===== config.mk =====
export PLATFORM = sky130hd
export DESIGN_NAME = serial_tx
export DESIGN_NICKNAME = d
export VERILOG_FILES = /design/src/rtl/serial_tx_pkg.sv /design/src/rtl/serial_tx_baud_tick.sv /design/src/rtl/serial_tx.sv
export SDC_FILE = /design/constraint.sdc
export NUM_CORES = 1
export LEC_CHECK = 0
export BUFFER_PORTS_ARGS = -buffer_cell sky130_fd_sc_hd__buf_2
export CAP_MARGIN = 20
export CORE_MARGIN = 5
export CORE_UTILIZATION = 52
export DETAILED_ROUTE_END_ITERATION = 6
export GPL_ROUTABILITY_DRIVEN = 0
export PLACE_DENSITY = 0.75
export SKIP_CTS_REPAIR_TIMING = 1
export SLEW_MARGIN = 20
export SYNTH_ARGS = -nofsm -noshare
export SYNTH_HDL_FRONTEND = slang
export SYNTH_SLANG_ARGS = --single-unit
export TNS_END_PERCENT = 30

===== constraint.sdc =====
create_clock -name clk -period 2.4 [get_ports clk]
set_clock_uncertainty 0.2 [all_clocks]
set_input_delay 0.12 -clock clk [delete_from_list [all_inputs] [get_ports clk]]
set_output_delay 0.12 -clock clk [all_outputs]
set_load 0.005 [all_outputs]

===== src/rtl/serial_tx_pkg.sv =====
// Shared definitions for the serial link: state encodings and line levels.
// The receiving end of the link imports the same package.
package serial_tx_pkg;

    typedef enum logic [2:0] {
        ST_IDLE   = 3'd0,
        ST_START  = 3'd1,
        ST_DATA   = 3'd2,
        ST_PARITY = 3'd3,
        ST_STOP   = 3'd4
    } state_e;

    localparam logic IDLE_LEVEL  = 1'b1;
    localparam logic START_LEVEL = 1'b0;

endpackage


===== src/rtl/serial_tx_baud_tick.sv =====
// Restartable bit-period counter; tick pulses on the last cycle of each bit period.
module baud_tick #(
    parameter int unsigned CLKS_PER_BIT = 4
) (
    input  logic clk,
    input  logic rst,
    input  logic clear,
    output logic tick
);

    localparam int unsigned CNT_W = (CLKS_PER_BIT > 1) ? $clog2(CLKS_PER_BIT) : 1;
    localparam logic [CNT_W-1:0] LAST = CNT_W'(CLKS_PER_BIT - 1);

    logic [CNT_W-1:0] cnt_q;
    logic [CNT_W-1:0] cnt_d;

    assign tick = (cnt_q == LAST);

    always_comb begin
        cnt_d = cnt_q;
        if (clear || tick) begin
            cnt_d = '0;
        end else begin
            cnt_d = cnt_q + CNT_W'(1);
        end
    end

    always_ff @(posedge clk) begin
        if (rst) begin
            cnt_q <= '0;
        end else begin
            cnt_q <= cnt_d;
        end
    end

endmodule


===== src/rtl/serial_tx.sv =====
// Parallel-in serial-out frame transmitter: start, DATA_W bits LSB first, stop.
// Define SERIAL_TX_PARITY_EN to insert an even-parity bit before the stop bit.
module serial_tx
    import serial_tx_pkg::*;
#(
    parameter int unsigned DATA_W       = 8,
    parameter int unsigned CLKS_PER_BIT = 4
) (
    input  logic              clk,
    input  logic              rst,
    input  logic [DATA_W-1:0] tx_data,
    input  logic              tx_valid,
    output logic              tx_ready,
    output logic              tx_out,
    output logic              busy
);

    localparam int unsigned BIT_W = (DATA_W > 1) ? $clog2(DATA_W) : 1;
    localparam logic [BIT_W-1:0] LAST_BIT = BIT_W'(DATA_W - 1);

    state_e            state_q, state_d;
    logic [DATA_W-1:0] shift_q, shift_d;
    logic [BIT_W-1:0]  bit_q, bit_d;
    logic              tx_out_q, tx_out_d;
    logic              tx_ready_q, tx_ready_d;
    logic              busy_q, busy_d;
    logic              tick;
`ifdef SERIAL_TX_PARITY_EN
    logic              parity_q, parity_d;
`endif

    baud_tick #(
        .CLKS_PER_BIT(CLKS_PER_BIT)
    ) u_baud_tick (
        .clk  (clk),
        .rst  (rst),
        .clear(state_q == ST_IDLE),
        .tick (tick)
    );

    // Next state; outputs are derived from the next state so they register in step.
    always_comb begin
        state_d  = state_q;
        shift_d  = shift_q;
        bit_d    = bit_q;
`ifdef SERIAL_TX_PARITY_EN
        parity_d = parity_q;
`endif
        case (state_q)
            ST_IDLE: begin
                if (tx_valid && tx_ready_q) begin
                    state_d  = ST_START;
                    shift_d  = tx_data;
`ifdef SERIAL_TX_PARITY_EN
                    parity_d = ^tx_data;
`endif
                end
            end
            ST_START: begin
                if (tick) state_d = ST_DATA;
            end
            ST_DATA: begin
                if (tick) begin
                    if (bit_q == LAST_BIT) begin
                        bit_d = '0;
`ifdef SERIAL_TX_PARITY_EN
                        state_d = ST_PARITY;
`else
                        state_d = ST_STOP;
`endif
                    end else begin
                        bit_d   = bit_q + BIT_W'(1);
                        shift_d = shift_q >> 1;
                    end
                end
            end
`ifdef SERIAL_TX_PARITY_EN
            ST_PARITY: begin
                if (tick) state_d = ST_STOP;
            end
`endif
            ST_STOP: begin
                if (tick) state_d = ST_IDLE;
            end
            default: state_d = ST_IDLE;
        endcase

        tx_ready_d = (state_d == ST_IDLE);
        busy_d     = (state_d != ST_IDLE);
        case (state_d)
            ST_START:  tx_out_d = START_LEVEL;
            ST_DATA:   tx_out_d = shift_d[0];
`ifdef SERIAL_TX_PARITY_EN
            ST_PARITY: tx_out_d = parity_d;
`endif
            default:   tx_out_d = IDLE_LEVEL;
        endcase
    end

    always_ff @(posedge clk) begin
        if (rst) begin
            state_q    <= ST_IDLE;
            shift_q    <= '0;
            bit_q      <= '0;
            tx_out_q   <= IDLE_LEVEL;
            tx_ready_q <= 1'b1;
            busy_q     <= 1'b0;
`ifdef SERIAL_TX_PARITY_EN
            parity_q   <= 1'b0;
`endif
        end else begin
            state_q    <= state_d;
            shift_q    <= shift_d;
            bit_q      <= bit_d;
            tx_out_q   <= tx_out_d;
            tx_ready_q <= tx_ready_d;
            busy_q     <= busy_d;
`ifdef SERIAL_TX_PARITY_EN
            parity_q   <= parity_d;
`endif
        end
    end

    assign tx_out   = tx_out_q;
    assign tx_ready = tx_ready_q;
    assign busy     = busy_q;

endmodule

==> results of run 1 <==
how the worst max path moves through the flow:
stage                         startpoint  endpoint  slack, ns  cells past startpoint
floorplan           u_baud_tick.cnt_q[0]    tx_out       0.59                      7
global placement    u_baud_tick.cnt_q[0]    tx_out       0.26                      6
detailed placement  u_baud_tick.cnt_q[0]    tx_out       0.21                      6
CTS                 u_baud_tick.cnt_q[0]    tx_out       0.21                      6
global route        u_baud_tick.cnt_q[0]    tx_out       0.05                      6
finish              u_baud_tick.cnt_q[0]    tx_out       0.20                      6
critical path, delay by kind of cell (launching register included):
| family | cells | cell delay (ns) |
|---|---|---|
| compound gates | 2 | 0.47 |
| fa+ha+maj | 1 | 0.29 |
| flops | 1 | 0.35 |
| simple gates | 3 | 0.81 |
layer usage:
layer	global-route usage	vias to the layer above
met2	0.174	13
met3	0.0428	4
met1	0.151	287
met5	0	-
li1	-	335
met4	0.0673	0
flip-flops by register name, summed over array words and instances (netlist names):
name / cells
bit_q: 3
tx_out: 1
tx_ready: 1
u_baud_tick.cnt_q: 2
busy: 1
state_q: 3
shift_q: 8
Yosys cell counts, types with 2 or more instances:
library cell | number | area share
sky130_fd_sc_hd__dfxtp_1 | 19 | 0.47
sky130_fd_sc_hd__a21oi_1 | 10 | 0.062
sky130_fd_sc_hd__nand2_1 | 9 | 0.042
sky130_fd_sc_hd__nor2_1 | 9 | 0.042
sky130_fd_sc_hd__a22oi_1 | 7 | 0.066
sky130_fd_sc_hd__ha_1 | 3 | 0.047
sky130_fd_sc_hd__a21o_1 | 2 | 0.019
sky130_fd_sc_hd__clkbuf_1 | 2 | 0.0094
sky130_fd_sc_hd__mux2i_1 | 2 | 0.025
sky130_fd_sc_hd__nand3b_1 | 2 | 0.019
per-stage QoR:
step,instance area [sq um],instances,power [mW],hold WS [ns]
3_5_place_dp,861,107,0.403,0.197
4_1_cts,887,111,0.559,-0.110
3_3_place_gp,861,107,0.402,0.181
5_1_grt,967,119,0.596,0.0594
2_1_floorplan,802,82,0.387,0.0808
6_report,967,119,0.563,0.0133
power by group through the flow:
stage          Clock, mW  Combinational, mW  Sequential [mW]
6_report           0.158             0.0663            0.340
5_1_grt            0.180             0.0741            0.342
4_1_cts            0.163             0.0564            0.340
3_5_place_dp           0             0.0563            0.347
3_3_place_gp           0             0.0555            0.347
2_1_floorplan          0             0.0408            0.346
final cells by class:
type / instances / share of cell area
clock buffers: 4 / 0.0272
well taps: 16 / 0.0207
multi-input cells: 59 / 0.409
flip-flops and latches: 19 / 0.393
repair buffers: 21 / 0.150
kinds of logic after synthesis:
family / after synthesis / share of synthesized area
AO/OA/AOI/OAI: 22 / 0.178
adder cells (fa/ha/maj): 3 / 0.0468
buffers and inverters: 4 / 0.0328
flip-flops: 19 / 0.474
multiplexers: 2 / 0.0250
AND/OR/NAND/NOR: 32 / 0.243
==> metrics.txt, run 1 <==
# TYPE chip_impl_metric gauge
chip_impl_info{name="outcome",value="finished clean"} 1
chip_impl_info{name="timing.rr.end",value="tx_out"} 1
chip_impl_metric{name="htreeDepth",unit=""} 1
chip_impl_info{name="dr.max_layer_used",value="met4"} 1
chip_impl_metric{name="power_switching_share",unit=""} 0.235
chip_impl_metric{name="worst_slew_pin_slew",unit="ns"} 0.433
chip_impl_metric{name="drt-initial-drc-count",unit=""} 26
chip_impl_metric{name="first_global_vias",unit=""} 546
chip_impl_info{name="clk_root_buffer_cell",value="sky130_fd_sc_hd__clkbuf_4"} 1
chip_impl_metric{name="synth_seq_cells",unit=""} 19
chip_impl_metric{name="critical_path.max_stage_delay",unit="ns"} 0.41
chip_impl_metric{name="power.static_leakage",unit="nW"} 0.398
chip_impl_info{name="rsz_0062_raised_after_global_routing",value="false"} 1
chip_impl_metric{name="detailroute.via_count",unit=""} 639
chip_impl_metric{name="synth_cell_type_count",unit=""} 27
chip_impl_metric{name="cp.required",unit="ns"} 2.40
chip_impl_metric{name="route.layer.met1.wl",unit="um"} 687
chip_impl_metric{name="floorplan.die_area",unit="sq um"} 2430
chip_impl_metric{name="place.port_buffers",unit=""} 13
chip_impl_metric{name="die_h",unit="um"} 49.3
chip_impl_metric{name="worst_ir_drop_vdd",unit="V"} 0.000410
chip_impl_metric{name="synthesized_nets",unit=""} 96
chip_impl_metric{name="power_density",unit="nW/um^2"} 583
chip_impl_metric{name="max-cap-violations",unit=""} 0
chip_impl_info{name="worst_hold_startpoint",value="tx_data[0]"} 1
chip_impl_metric{name="ys_warn_count",unit=""} 0
chip_impl_metric{name="timing.critical_path.fanout_max",unit=""} 9
chip_impl_info{name="worst_reg2reg_path_startpoint",value="u_baud_tick.cnt_q[0]"} 1
chip_impl_metric{name="met2RoutedLength",unit="um"} 726
chip_impl_metric{name="drc",unit=""} 0
chip_impl_metric{name="final_core_density",unit=""} 0.650
chip_impl_metric{name="final_setup_margin",unit="ns"} 0.201
chip_impl_info{name="most-common-layout-cells",value="sky130_fd_sc_hd__dfxtp_1, sky130_fd_sc_hd__buf_2, sky130_fd_sc_hd__a21oi_1, sky130_fd_sc_hd__nand2_1, sky130_fd_sc_hd__nor2_1"} 1
chip_impl_metric{name="area.growth.synth_to_final",unit="%"} 20.6
chip_impl_metric{name="cts_made_buffers",unit=""} 3
chip_impl_info{name="crit_path_start_kind",value="flip-flop"} 1
chip_impl_info{name="synth_ff_type",value="sky130_fd_sc_hd__dfxtp_1"} 1
chip_impl_info{name="critical_path.endpoint_type",value="flip-flop"} 1
chip_impl_metric{name="layout-drive-gt1-share",unit=""} 0.194
chip_impl_metric{name="max_slew_violations",unit=""} 0
chip_impl_metric{name="average_detailed_routed_wire_length_per_instance",unit="um"} 12.7
chip_impl_metric{name="antenna_left",unit=""} 0
chip_impl_metric{name="multi_input_comb_area",unit="sq um"} 395
chip_impl_metric{name="floorplan.rows",unit=""} 14
chip_impl_metric{name="wl_met3",unit="um"} 73
chip_impl_metric{name="fillCellCount",unit=""} 125
chip_impl_metric{name="fin_crit_sh",unit=""} 0.916
chip_impl_metric{name="final_net_count",unit=""} 118
chip_impl_metric{name="asyncSetResetFlopFracSynth",unit=""} 0
chip_impl_info{name="timing.hold.worst_endpoint",value="shift_q[0]"} 1
chip_impl_metric{name="antennaDiodeCount",unit=""} 0
chip_impl_metric{name="drtPass1Iterations",unit=""} 4
chip_impl_metric{name="drt_wl_total",unit="um"} 1510
chip_impl_metric{name="switchingPower",unit="uW"} 132
chip_impl_metric{name="cp.arrival",unit="ns"} 2.20
chip_impl_metric{name="gr-total-overflow",unit=""} 0
chip_impl_metric{name="ratio_of_routed_vias_to_standard_cells",unit=""} 5.37
chip_impl_info{name="worstHoldPathType",value="input pin to flip-flop"} 1
chip_impl_metric{name="finalHoldViolCount",unit=""} 0
chip_impl_metric{name="clock_latency",unit="ns"} 0.29
chip_impl_metric{name="floorplan.initialDensity",unit=""} 0.539
chip_impl_info{name="timing.critical_path.cells",value="ha_1 -> nand4bb_1 -> nor2_8 -> nor2_2 -> a211o_1 -> a21o_1"} 1
chip_impl_metric{name="timing.hold.worst_path_depth",unit=""} 4
chip_impl_metric{name="achievable-frequency",unit="MHz"} 455
chip_impl_metric{name="slew-limit-headroom",unit=""} 0.710
chip_impl_metric{name="design.core.area",unit="sq um"} 1490
chip_impl_metric{name="reg2reg_depth",unit=""} 6
chip_impl_metric{name="pre_cts_slack",unit="ns"} 0.211
chip_impl_metric{name="ys_seq_area_frac",unit=""} 0.474
chip_impl_metric{name="cts_sinks",unit=""} 19
chip_impl_metric{name="tns",unit="ns"} 0
chip_impl_info{name="mostFrequentLayoutCell",value="sky130_fd_sc_hd__dfxtp_1"} 1
chip_impl_metric{name="power_report.internal_total",unit="uW"} 431
chip_impl_metric{name="grt_antenna_before_repair",unit=""} 0
chip_impl_metric{name="grt_pass1_wl",unit="um"} 2260
chip_impl_metric{name="largest_net_degree_at_the_start_of_global_routing",unit=""} 19
chip_impl_info{name="cts_tree",value="yes"} 1
chip_impl_metric{name="clockPowerShare",unit=""} 0.280
chip_impl_metric{name="die_x",unit="um"} 49.3
chip_impl_metric{name="clkSlewWorstSetupHoldPaths",unit="ns"} 0.10
chip_impl_metric{name="grt_util_all_layers",unit=""} 0.120
chip_impl_metric{name="synthesis.area",unit="sq um"} 802
chip_impl_metric{name="io_pins",unit=""} 14
chip_impl_metric{name="period_minus_slack",unit="ns"} 2.20
chip_impl_metric{name="max_root_sink_buffers",unit=""} 2
chip_impl_metric{name="power.combinational.fraction",unit=""} 0.118
chip_impl_info{name="timing_worst_setup_path_type",value="flip-flop to flip-flop"} 1
chip_impl_metric{name="seqCellArea",unit="sq um"} 380
chip_impl_metric{name="synth_edf_count",unit=""} 0
chip_impl_metric{name="detailedPlacementHpwl",unit="um"} 983
chip_impl_metric{name="seq_power_share",unit=""} 0.603
chip_impl_info{name="worst_path_max_delay_cell",value="sky130_fd_sc_hd__nand4bb_1"} 1
chip_impl_metric{name="avgSynthCellArea",unit="sq um"} 9.78
chip_impl_metric{name="synthesis.instances",unit=""} 82
chip_impl_metric{name="setup.reg_to_reg.worst_slack",unit="ns"} 0.20
chip_impl_metric{name="final-setup-viol-count",unit=""} 0
Power figures use the tool's default switching activity.
==> run 2, diff against run 1 <==
--- a/config.mk
+++ b/config.mk
@@ -6,12 +6,11 @@
 export NUM_CORES = 1
 export LEC_CHECK = 0
 export BUFFER_PORTS_ARGS = -buffer_cell sky130_fd_sc_hd__buf_2
-export CAP_MARGIN = 20
 export CORE_MARGIN = 5
-export CORE_UTILIZATION = 52
+export CORE_UTILIZATION = 45
 export DETAILED_ROUTE_END_ITERATION = 6
 export GPL_ROUTABILITY_DRIVEN = 0
-export PLACE_DENSITY = 0.75
+export PLACE_DENSITY = 0.66
 export SKIP_CTS_REPAIR_TIMING = 1
 export SLEW_MARGIN = 20
 export SYNTH_ARGS = -nofsm -noshare
==> run 2 against run 1 <==
Effect of this change: first-iteration DRC count fell by 69%; critical path depth rose by 1; power rose by 2.0%; worst hold slack got worse by 0.011 ns; sequential power barely moved; global-route usage rose by 0.16 points; combinational power rose by 3.9%; clock-buffer cell count fell by 1; maximum frequency fell by 3.5%; largest power group unchanged; clock power rose by 5%.
==> metrics.txt, run 2 (same netlist as run 1, synthesis figures left out) <==
# TYPE chip_impl_metric gauge
chip_impl_metric{name="cts_sinks",unit=""} 19
chip_impl_info{name="mostFrequentLayoutCell",value="sky130_fd_sc_hd__dfxtp_1"} 1
chip_impl_info{name="clk_root_buffer_cell",value="sky130_fd_sc_hd__clkbuf_4"} 1
chip_impl_metric{name="antenna_left",unit=""} 0
chip_impl_metric{name="hold_slack",unit="ns"} 0.00238
chip_impl_metric{name="gr-total-overflow",unit=""} 0
chip_impl_metric{name="grt_antenna_before_repair",unit=""} 0
chip_impl_metric{name="average_detailed_routed_wire_length_per_instance",unit="um"} 12.3
chip_impl_info{name="outcome",value="finished clean"} 1
chip_impl_metric{name="drt_wl_total",unit="um"} 1600
chip_impl_metric{name="power.static_leakage",unit="nW"} 0.411
chip_impl_metric{name="final_setup_margin",unit="ns"} 0.120
chip_impl_info{name="crit_path_start_kind",value="flip-flop"} 1
chip_impl_info{name="timing_worst_setup_path_type",value="flip-flop to flip-flop"} 1
chip_impl_metric{name="drc",unit=""} 0
chip_impl_info{name="biggestRegsByFlops",value="shift_q (8), bit_q (3), state_q (3)"} 1
chip_impl_metric{name="achievable-frequency",unit="MHz"} 439
chip_impl_metric{name="design.core.area",unit="sq um"} 1710
chip_impl_metric{name="grt_pass1_wl",unit="um"} 2360
chip_impl_metric{name="antennaDiodeCount",unit=""} 0
chip_impl_metric{name="largest_register_ffs",unit=""} 8
chip_impl_metric{name="final_core_density",unit=""} 0.584
chip_impl_metric{name="timing.critical_path.fanout_max",unit=""} 9
chip_impl_metric{name="worst_ir_drop_vdd",unit="V"} 0.000308
chip_impl_metric{name="die_x",unit="um"} 52.2
chip_impl_metric{name="final_net_count",unit=""} 120
chip_impl_metric{name="total_power",unit="uW"} 575
chip_impl_info{name="worst_setup_path_start",value="bit_q[0]"} 1
chip_impl_metric{name="ratio_of_routed_vias_to_standard_cells",unit=""} 5.08
chip_impl_info{name="critical_path.endpoint_type",value="flip-flop"} 1
chip_impl_info{name="worst_path_max_delay_cell",value="sky130_fd_sc_hd__dlygate4sd3_1"} 1
chip_impl_metric{name="die_h",unit="um"} 52.2
chip_impl_metric{name="cts_made_buffers",unit=""} 3
chip_impl_info{name="most-common-layout-cells",value="sky130_fd_sc_hd__dfxtp_1, sky130_fd_sc_hd__buf_2, sky130_fd_sc_hd__a21oi_1"} 1
chip_impl_metric{name="io_pins",unit=""} 14
chip_impl_metric{name="worst_slew_pin_slew",unit="ns"} 0.345
chip_impl_metric{name="clkSlewWorstSetupHoldPaths",unit="ns"} 0.11
chip_impl_metric{name="largest_net_degree_at_the_start_of_global_routing",unit=""} 19
chip_impl_metric{name="floorplan.initialDensity",unit=""} 0.470
chip_impl_metric{name="place.port_buffers",unit=""} 13
chip_impl_metric{name="placed_cells",unit=""} 117
chip_impl_metric{name="clock_latency",unit="ns"} 0.30
chip_impl_metric{name="area.growth.synth_to_final",unit="%"} 24.3
chip_impl_metric{name="floorplan.die_area",unit="sq um"} 2730
chip_impl_metric{name="finish.instance_area",unit="sq um"} 997
chip_impl_info{name="timing.critical_path.cells",value="ha_1 -> ha_1 -> nor2_8 -> nor2_2 -> nand2_1 -> a21oi_1 -> dlygate4sd3_1"} 1
chip_impl_metric{name="pre_cts_slack",unit="ns"} 0.458
chip_impl_info{name="cts_tree",value="yes"} 1
chip_impl_metric{name="max-cap-violations",unit=""} 0
chip_impl_metric{name="final-setup-viol-count",unit=""} 0
chip_impl_info{name="critical_path.most_common_cell",value="sky130_fd_sc_hd__ha_1"} 1
chip_impl_info{name="worst_reg2reg_path_startpoint",value="bit_q[0]"} 1
chip_impl_metric{name="power_density",unit="nW/um^2"} 576
chip_impl_metric{name="grt_util_all_layers",unit=""} 0.121
chip_impl_metric{name="first_global_vias",unit=""} 569
chip_impl_metric{name="tns",unit="ns"} 0
chip_impl_metric{name="fillCellCount",unit=""} 155
chip_impl_metric{name="critical_path.max_stage_delay",unit="ns"} 0.55
chip_impl_metric{name="stdcell_count",unit=""} 130
chip_impl_metric{name="fin_crit_sh",unit=""} 0.950
chip_impl_metric{name="layout-drive-gt1-share",unit=""} 0.210
chip_impl_info{name="rsz_0062_raised_after_global_routing",value="false"} 1
chip_impl_metric{name="period_minus_slack",unit="ns"} 2.28
chip_impl_metric{name="cp.arrival",unit="ns"} 2.34
chip_impl_metric{name="finalHoldViolCount",unit=""} 0
chip_impl_metric{name="placed_area",unit="sq um"} 880
chip_impl_info{name="regMostFlops",value="shift_q"} 1
chip_impl_metric{name="slew-limit-headroom",unit=""} 0.769
chip_impl_metric{name="detailedPlacementHpwl",unit="um"} 1020
chip_impl_info{name="worstHoldPathType",value="input pin to flip-flop"} 1
chip_impl_metric{name="drt-initial-drc-count",unit=""} 8
chip_impl_metric{name="max_root_sink_buffers",unit=""} 2
chip_impl_metric{name="floorplan.rows",unit=""} 15
chip_impl_info{name="worst_hold_startpoint",value="tx_data[0]"} 1
chip_impl_metric{name="htreeDepth",unit=""} 1
chip_impl_metric{name="max_slew_violations",unit=""} 0
chip_impl_metric{name="drtPass1Iterations",unit=""} 5
chip_impl_metric{name="detailroute.via_count",unit=""} 661
chip_impl_metric{name="cp.required",unit="ns"} 2.46
## run 2: final timing paths
path                                             end  slack [ns]  cells after the start
worst max-delay path                      shift_q[3]        0.12                      7
worst min-delay path                      shift_q[0]       0.002                      4
worst max register to register            shift_q[3]        0.12                      7
worst min register to register  u_baud_tick.cnt_q[0]        0.24                      1
## run 2: layout make-up
cell class	instances	area, sq um	share of cell area
Clock buffer	3	22.5	0.0226
Clock inverter	1	5.00	0.00502
Timing Repair Buffer	23	163	0.163
Tap cell	25	31.3	0.0314
Sequential cell	19	380	0.381
Multi-Input combinational cell	59	395	0.396
## run 2: power breakdown
group	switching, mW	internal [mW]
Sequential	0.00906	0.331
Combinational	0.0321	0.0367
Clock	0.103	0.0623
Total	0.144	0.430
## run 2: critical path, delay by kind of cell (launching register included)
kind	cells	cell delay [ns]
AND/OR/NAND/NOR	3	0.47
adder cells (fa/ha/maj)	2	0.49
AO/OA/AOI/OAI	1	0.13
buffers and inverters	1	0.55
flip-flops	1	0.37
## run 2: per-layer routing
layer,GRT usage,vias to the layer above,share of wire
li1,-,341,-
met1,0.151,301,0.44
met2,0.176,14,0.48
met3,0.0342,5,0.046
met4,0.0894,0,0.030
met5,0,-,0
==> run 3, diff against run 2 <==
--- a/config.mk
+++ b/config.mk
@@ -11,9 +11,9 @@
 export DETAILED_ROUTE_END_ITERATION = 6
 export GPL_ROUTABILITY_DRIVEN = 0
 export PLACE_DENSITY = 0.66
-export SKIP_CTS_REPAIR_TIMING = 1
 export SLEW_MARGIN = 20
 export SYNTH_ARGS = -nofsm -noshare
 export SYNTH_HDL_FRONTEND = slang
+export SYNTH_HIERARCHICAL = 1
 export SYNTH_SLANG_ARGS = --single-unit
 export TNS_END_PERCENT = 30
==> constraint.sdc (replaced) <==
create_clock -name clk -period 2.7 [get_ports clk]
set_clock_uncertainty 0.2 [all_clocks]
set_input_delay 0.135 -clock clk [delete_from_list [all_inputs] [get_ports clk]]
set_output_delay 0.135 -clock clk [all_outputs]
set_load 0.005 [all_outputs]
==> run 3 against run 2 <==
Effect of this change: non-clock buffer count shrank 2; combinational power decreased by 3.6%; critical path depth is 1 lower.
==> metrics.txt, run 3 <==
# TYPE chip_impl_metric gauge
chip_impl_info{name="outcome",value="finished clean"} 1
chip_impl_metric{name="antenna_left",unit=""} 0
chip_impl_metric{name="floorplan.die_area",unit="sq um"} 2960
chip_impl_metric{name="achievable-frequency",unit="MHz"} 497
chip_impl_info{name="netlist.top_cell.by_area",value="sky130_fd_sc_hd__dfxtp_1"} 1
chip_impl_metric{name="fillCellCount",unit=""} 188
chip_impl_metric{name="power_density",unit="nW/um^2"} 477
chip_impl_metric{name="clockPowerShare",unit=""} 0.275
chip_impl_metric{name="cts_sinks",unit=""} 19
chip_impl_info{name="critical_path.endpoint_type",value="flip-flop"} 1
chip_impl_metric{name="synthesis.area",unit="sq um"} 888
chip_impl_metric{name="synth_edf_count",unit=""} 0
chip_impl_metric{name="seq_power_share",unit=""} 0.595
chip_impl_metric{name="asyncSetResetFlopFracSynth",unit=""} 0
chip_impl_metric{name="largest_register_ffs",unit=""} 8
chip_impl_info{name="most_used_standard_cell_by_instance_count_after_synthesis",value="sky130_fd_sc_hd__dfxtp_1"} 1
chip_impl_metric{name="synthesis.instances",unit=""} 88
chip_impl_metric{name="grt_pass1_wl",unit="um"} 3190
chip_impl_metric{name="reg2reg_depth",unit=""} 6
chip_impl_metric{name="ys_seq_area_frac",unit=""} 0.428
chip_impl_metric{name="stdcell_count",unit=""} 136
chip_impl_metric{name="largest_net_degree_at_the_start_of_global_routing",unit=""} 17
chip_impl_info{name="clk_root_buffer_cell",value="sky130_fd_sc_hd__clkbuf_4"} 1
chip_impl_metric{name="layout-drive-gt1-share",unit=""} 0.248
chip_impl_metric{name="slew-limit-headroom",unit=""} 0.715
chip_impl_metric{name="ys_warn_count",unit=""} 6
chip_impl_metric{name="tns",unit="ns"} 0
chip_impl_metric{name="cp.arrival",unit="ns"} 1.99
chip_impl_metric{name="first_global_vias",unit=""} 680
chip_impl_metric{name="drtPass1Iterations",unit=""} 4
chip_impl_metric{name="postCtsHoldBufs",unit=""} 8
chip_impl_metric{name="max_root_sink_buffers",unit=""} 2
chip_impl_metric{name="period_minus_slack",unit="ns"} 2.01
chip_impl_metric{name="synth_seq_cells",unit=""} 19
chip_impl_metric{name="yosys.area.top_type_share",unit=""} 0.428
chip_impl_metric{name="finish.instance_area",unit="sq um"} 1070
chip_impl_metric{name="power_switching_share",unit=""} 0.247
chip_impl_metric{name="finalHoldViolCount",unit=""} 0
chip_impl_metric{name="drt_wl_total",unit="um"} 1740
chip_impl_metric{name="avgSynthCellArea",unit="sq um"} 10.1
chip_impl_metric{name="setup.reg_to_reg.worst_slack",unit="ns"} 0.69
chip_impl_metric{name="grt_antenna_before_repair",unit=""} 0
chip_impl_metric{name="total_power",unit="uW"} 512
chip_impl_metric{name="drc",unit=""} 0
chip_impl_info{name="synthTopCellsByCount",value="sky130_fd_sc_hd__dfxtp_1, sky130_fd_sc_hd__a21oi_1, sky130_fd_sc_hd__nand2_1"} 1
chip_impl_metric{name="cp.required",unit="ns"} 2.68
chip_impl_metric{name="die_x",unit="um"} 54.4
chip_impl_metric{name="clkSlewWorstSetupHoldPaths",unit="ns"} 0.11
chip_impl_metric{name="post-cts-setup-buffer-count",unit=""} 0
chip_impl_metric{name="groute.layer.met1.usage",unit=""} 0.208
chip_impl_metric{name="max-cap-violations",unit=""} 0
chip_impl_metric{name="floorplan.rows",unit=""} 16
chip_impl_metric{name="power.static_leakage",unit="nW"} 0.404
chip_impl_metric{name="max_slew_violations",unit=""} 0
chip_impl_info{name="regMostFlops",value="shift_q"} 1
chip_impl_metric{name="detailroute.via_count",unit=""} 706
chip_impl_metric{name="design.core.area",unit="sq um"} 1920
chip_impl_metric{name="floorplan.initialDensity",unit=""} 0.462
chip_impl_metric{name="cts_made_buffers",unit=""} 3
chip_impl_info{name="cts_tree",value="yes"} 1
chip_impl_metric{name="grt_util_all_layers",unit=""} 0.153
chip_impl_metric{name="fin_crit_sh",unit=""} 0.745
chip_impl_metric{name="final-setup-viol-count",unit=""} 0
chip_impl_metric{name="average_detailed_routed_wire_length_per_instance",unit="um"} 12.8
chip_impl_info{name="most-common-layout-cells",value="sky130_fd_sc_hd__dfxtp_1, sky130_fd_sc_hd__buf_2, sky130_fd_sc_hd__nand2_1, sky130_fd_sc_hd__a21oi_1"} 1
chip_impl_metric{name="final_core_density",unit=""} 0.559
chip_impl_metric{name="clock_latency",unit="ns"} 0.29
chip_impl_metric{name="antennaDiodeCount",unit=""} 0
chip_impl_metric{name="ratio_of_routed_vias_to_standard_cells",unit=""} 5.19
chip_impl_metric{name="power_report.internal_total",unit="uW"} 385
chip_impl_metric{name="place.port_buffers",unit=""} 13
chip_impl_info{name="biggestRegsByFlops",value="shift_q (8), bit_q (3), state_q (3)"} 1
chip_impl_info{name="worstHoldPathType",value="input pin to flip-flop"} 1
chip_impl_metric{name="post_cts_resize_count",unit=""} 0
chip_impl_metric{name="switchingPower",unit="uW"} 127
chip_impl_metric{name="area.growth.synth_to_final",unit="%"} 20.8
chip_impl_info{name="synth_ff_type",value="sky130_fd_sc_hd__dfxtp_1"} 1
chip_impl_metric{name="synth_cell_type_count",unit=""} 34
chip_impl_metric{name="power.combinational.fraction",unit=""} 0.130
chip_impl_metric{name="synthesized_nets",unit=""} 102
chip_impl_metric{name="io_pins",unit=""} 14
chip_impl_info{name="grt.busiest_layer",value="met2"} 1
chip_impl_info{name="crit_path_start_kind",value="flip-flop"} 1
chip_impl_info{name="mostFrequentLayoutCell",value="sky130_fd_sc_hd__dfxtp_1"} 1
chip_impl_metric{name="met3_usage",unit=""} 0.0327
chip_impl_metric{name="groute.layer.met2.usage",unit=""} 0.227
chip_impl_info{name="rsz_0062_raised_after_global_routing",value="false"} 1
chip_impl_metric{name="die_h",unit="um"} 54.4
chip_impl_metric{name="final_net_count",unit=""} 124
chip_impl_metric{name="placed_cells",unit=""} 124
chip_impl_metric{name="worst_slew_pin_slew",unit="ns"} 0.424
chip_impl_metric{name="placed_area",unit="sq um"} 966
chip_impl_info{name="synth.area.top_cells",value="sky130_fd_sc_hd__dfxtp_1, sky130_fd_sc_hd__a22oi_1, sky130_fd_sc_hd__a21oi_1"} 1
chip_impl_metric{name="drt-initial-drc-count",unit=""} 28
chip_impl_metric{name="htreeDepth",unit=""} 1
chip_impl_metric{name="timing.hold.worst_path_depth",unit=""} 2
chip_impl_metric{name="timing.critical_path.fanout_max",unit=""} 7
chip_impl_metric{name="worst_ir_drop_vdd",unit="V"} 0.000326
chip_impl_metric{name="gr-total-overflow",unit=""} 0
chip_impl_info{name="timing_worst_setup_path_type",value="flip-flop to flip-flop"} 1
chip_impl_metric{name="detailedPlacementHpwl",unit="um"} 1180
==> run 3: changes by cell type after synthesis, moves of 2 or more <==
cell / change
sky130_fd_sc_hd__buf_2: +2
sky130_fd_sc_hd__nand2_1: +2
sky130_fd_sc_hd__nor2_1: -5
sky130_fd_sc_hd__a21o_1: -2
sky130_fd_sc_hd__a31oi_1: +2
==> run 3: power groups by stage <==
stage / combinational, mW / sequential, mW / clock, mW
detailed placement: 0.0576 / 0.311 / 0
floorplan: 0.0442 / 0.307 / 0
global route: 0.0759 / 0.307 / 0.158
CTS: 0.0665 / 0.305 / 0.146
global placement: 0.0572 / 0.311 / 0
finish: 0.0664 / 0.305 / 0.141
==> run 3: cell families (layout without fill, tap and decap cells) <==
kind of cell    after synthesis  count (layout)  share of synthesized area
flops                        19              19                      0.428
buf+inv                       6              27                     0.0324
simple gates                 31              31                      0.244
fa+ha+maj                     3               3                     0.0423
mux                           2               2                     0.0282
compound gates               27              27                      0.225
==> run 3: worst paths after layout <==
path / start / end
max: bit_q[0] / tx_out
min: rst / shift_q[7]
min reg2reg: u_baud_tick/cnt_q[0] / u_baud_tick/cnt_q[0]
max reg2reg: bit_q[0] / tx_out
==> run 3: critical path: stages, from the launching register on <==
cell	delay, ns
sky130_fd_sc_hd__dfxtp_1	0.34
sky130_fd_sc_hd__ha_1	0.20
sky130_fd_sc_hd__ha_1	0.31
sky130_fd_sc_hd__mux2_4	0.30
sky130_fd_sc_hd__o32a_1	0.29
sky130_fd_sc_hd__a221oi_2	0.16
sky130_fd_sc_hd__o21ai_1	0.09
==> run 3: final cells by class <==
class / instances / area, sq um / area share
repair buffers: 21 / 145 / 0.135
multi-input cells: 63 / 479 / 0.446
flip-flops and latches: 19 / 380 / 0.354
clock buffers: 3 / 22.5 / 0.0210
inverters: 2 / 7.51 / 0.00699
clock inverters: 1 / 5.00 / 0.00466
well taps: 27 / 33.8 / 0.0315
==> run 3: per-stage QoR <==
step	setup WS (ns)	hold WS, ns
floorplan	0.816	0.00407
global placement	0.755	0.197
detailed placement	0.699	0.206
CTS	0.672	0.000241
global route	0.574	0.0395
finish	0.689	0.00747
==> run 3: metal layers <==
metal / wire, um / up-vias
met2: 876 / 15
met4: 18 / 0
met1: 793 / 319
met5: 0 / -
met3: 54 / 2
li1: - / 370
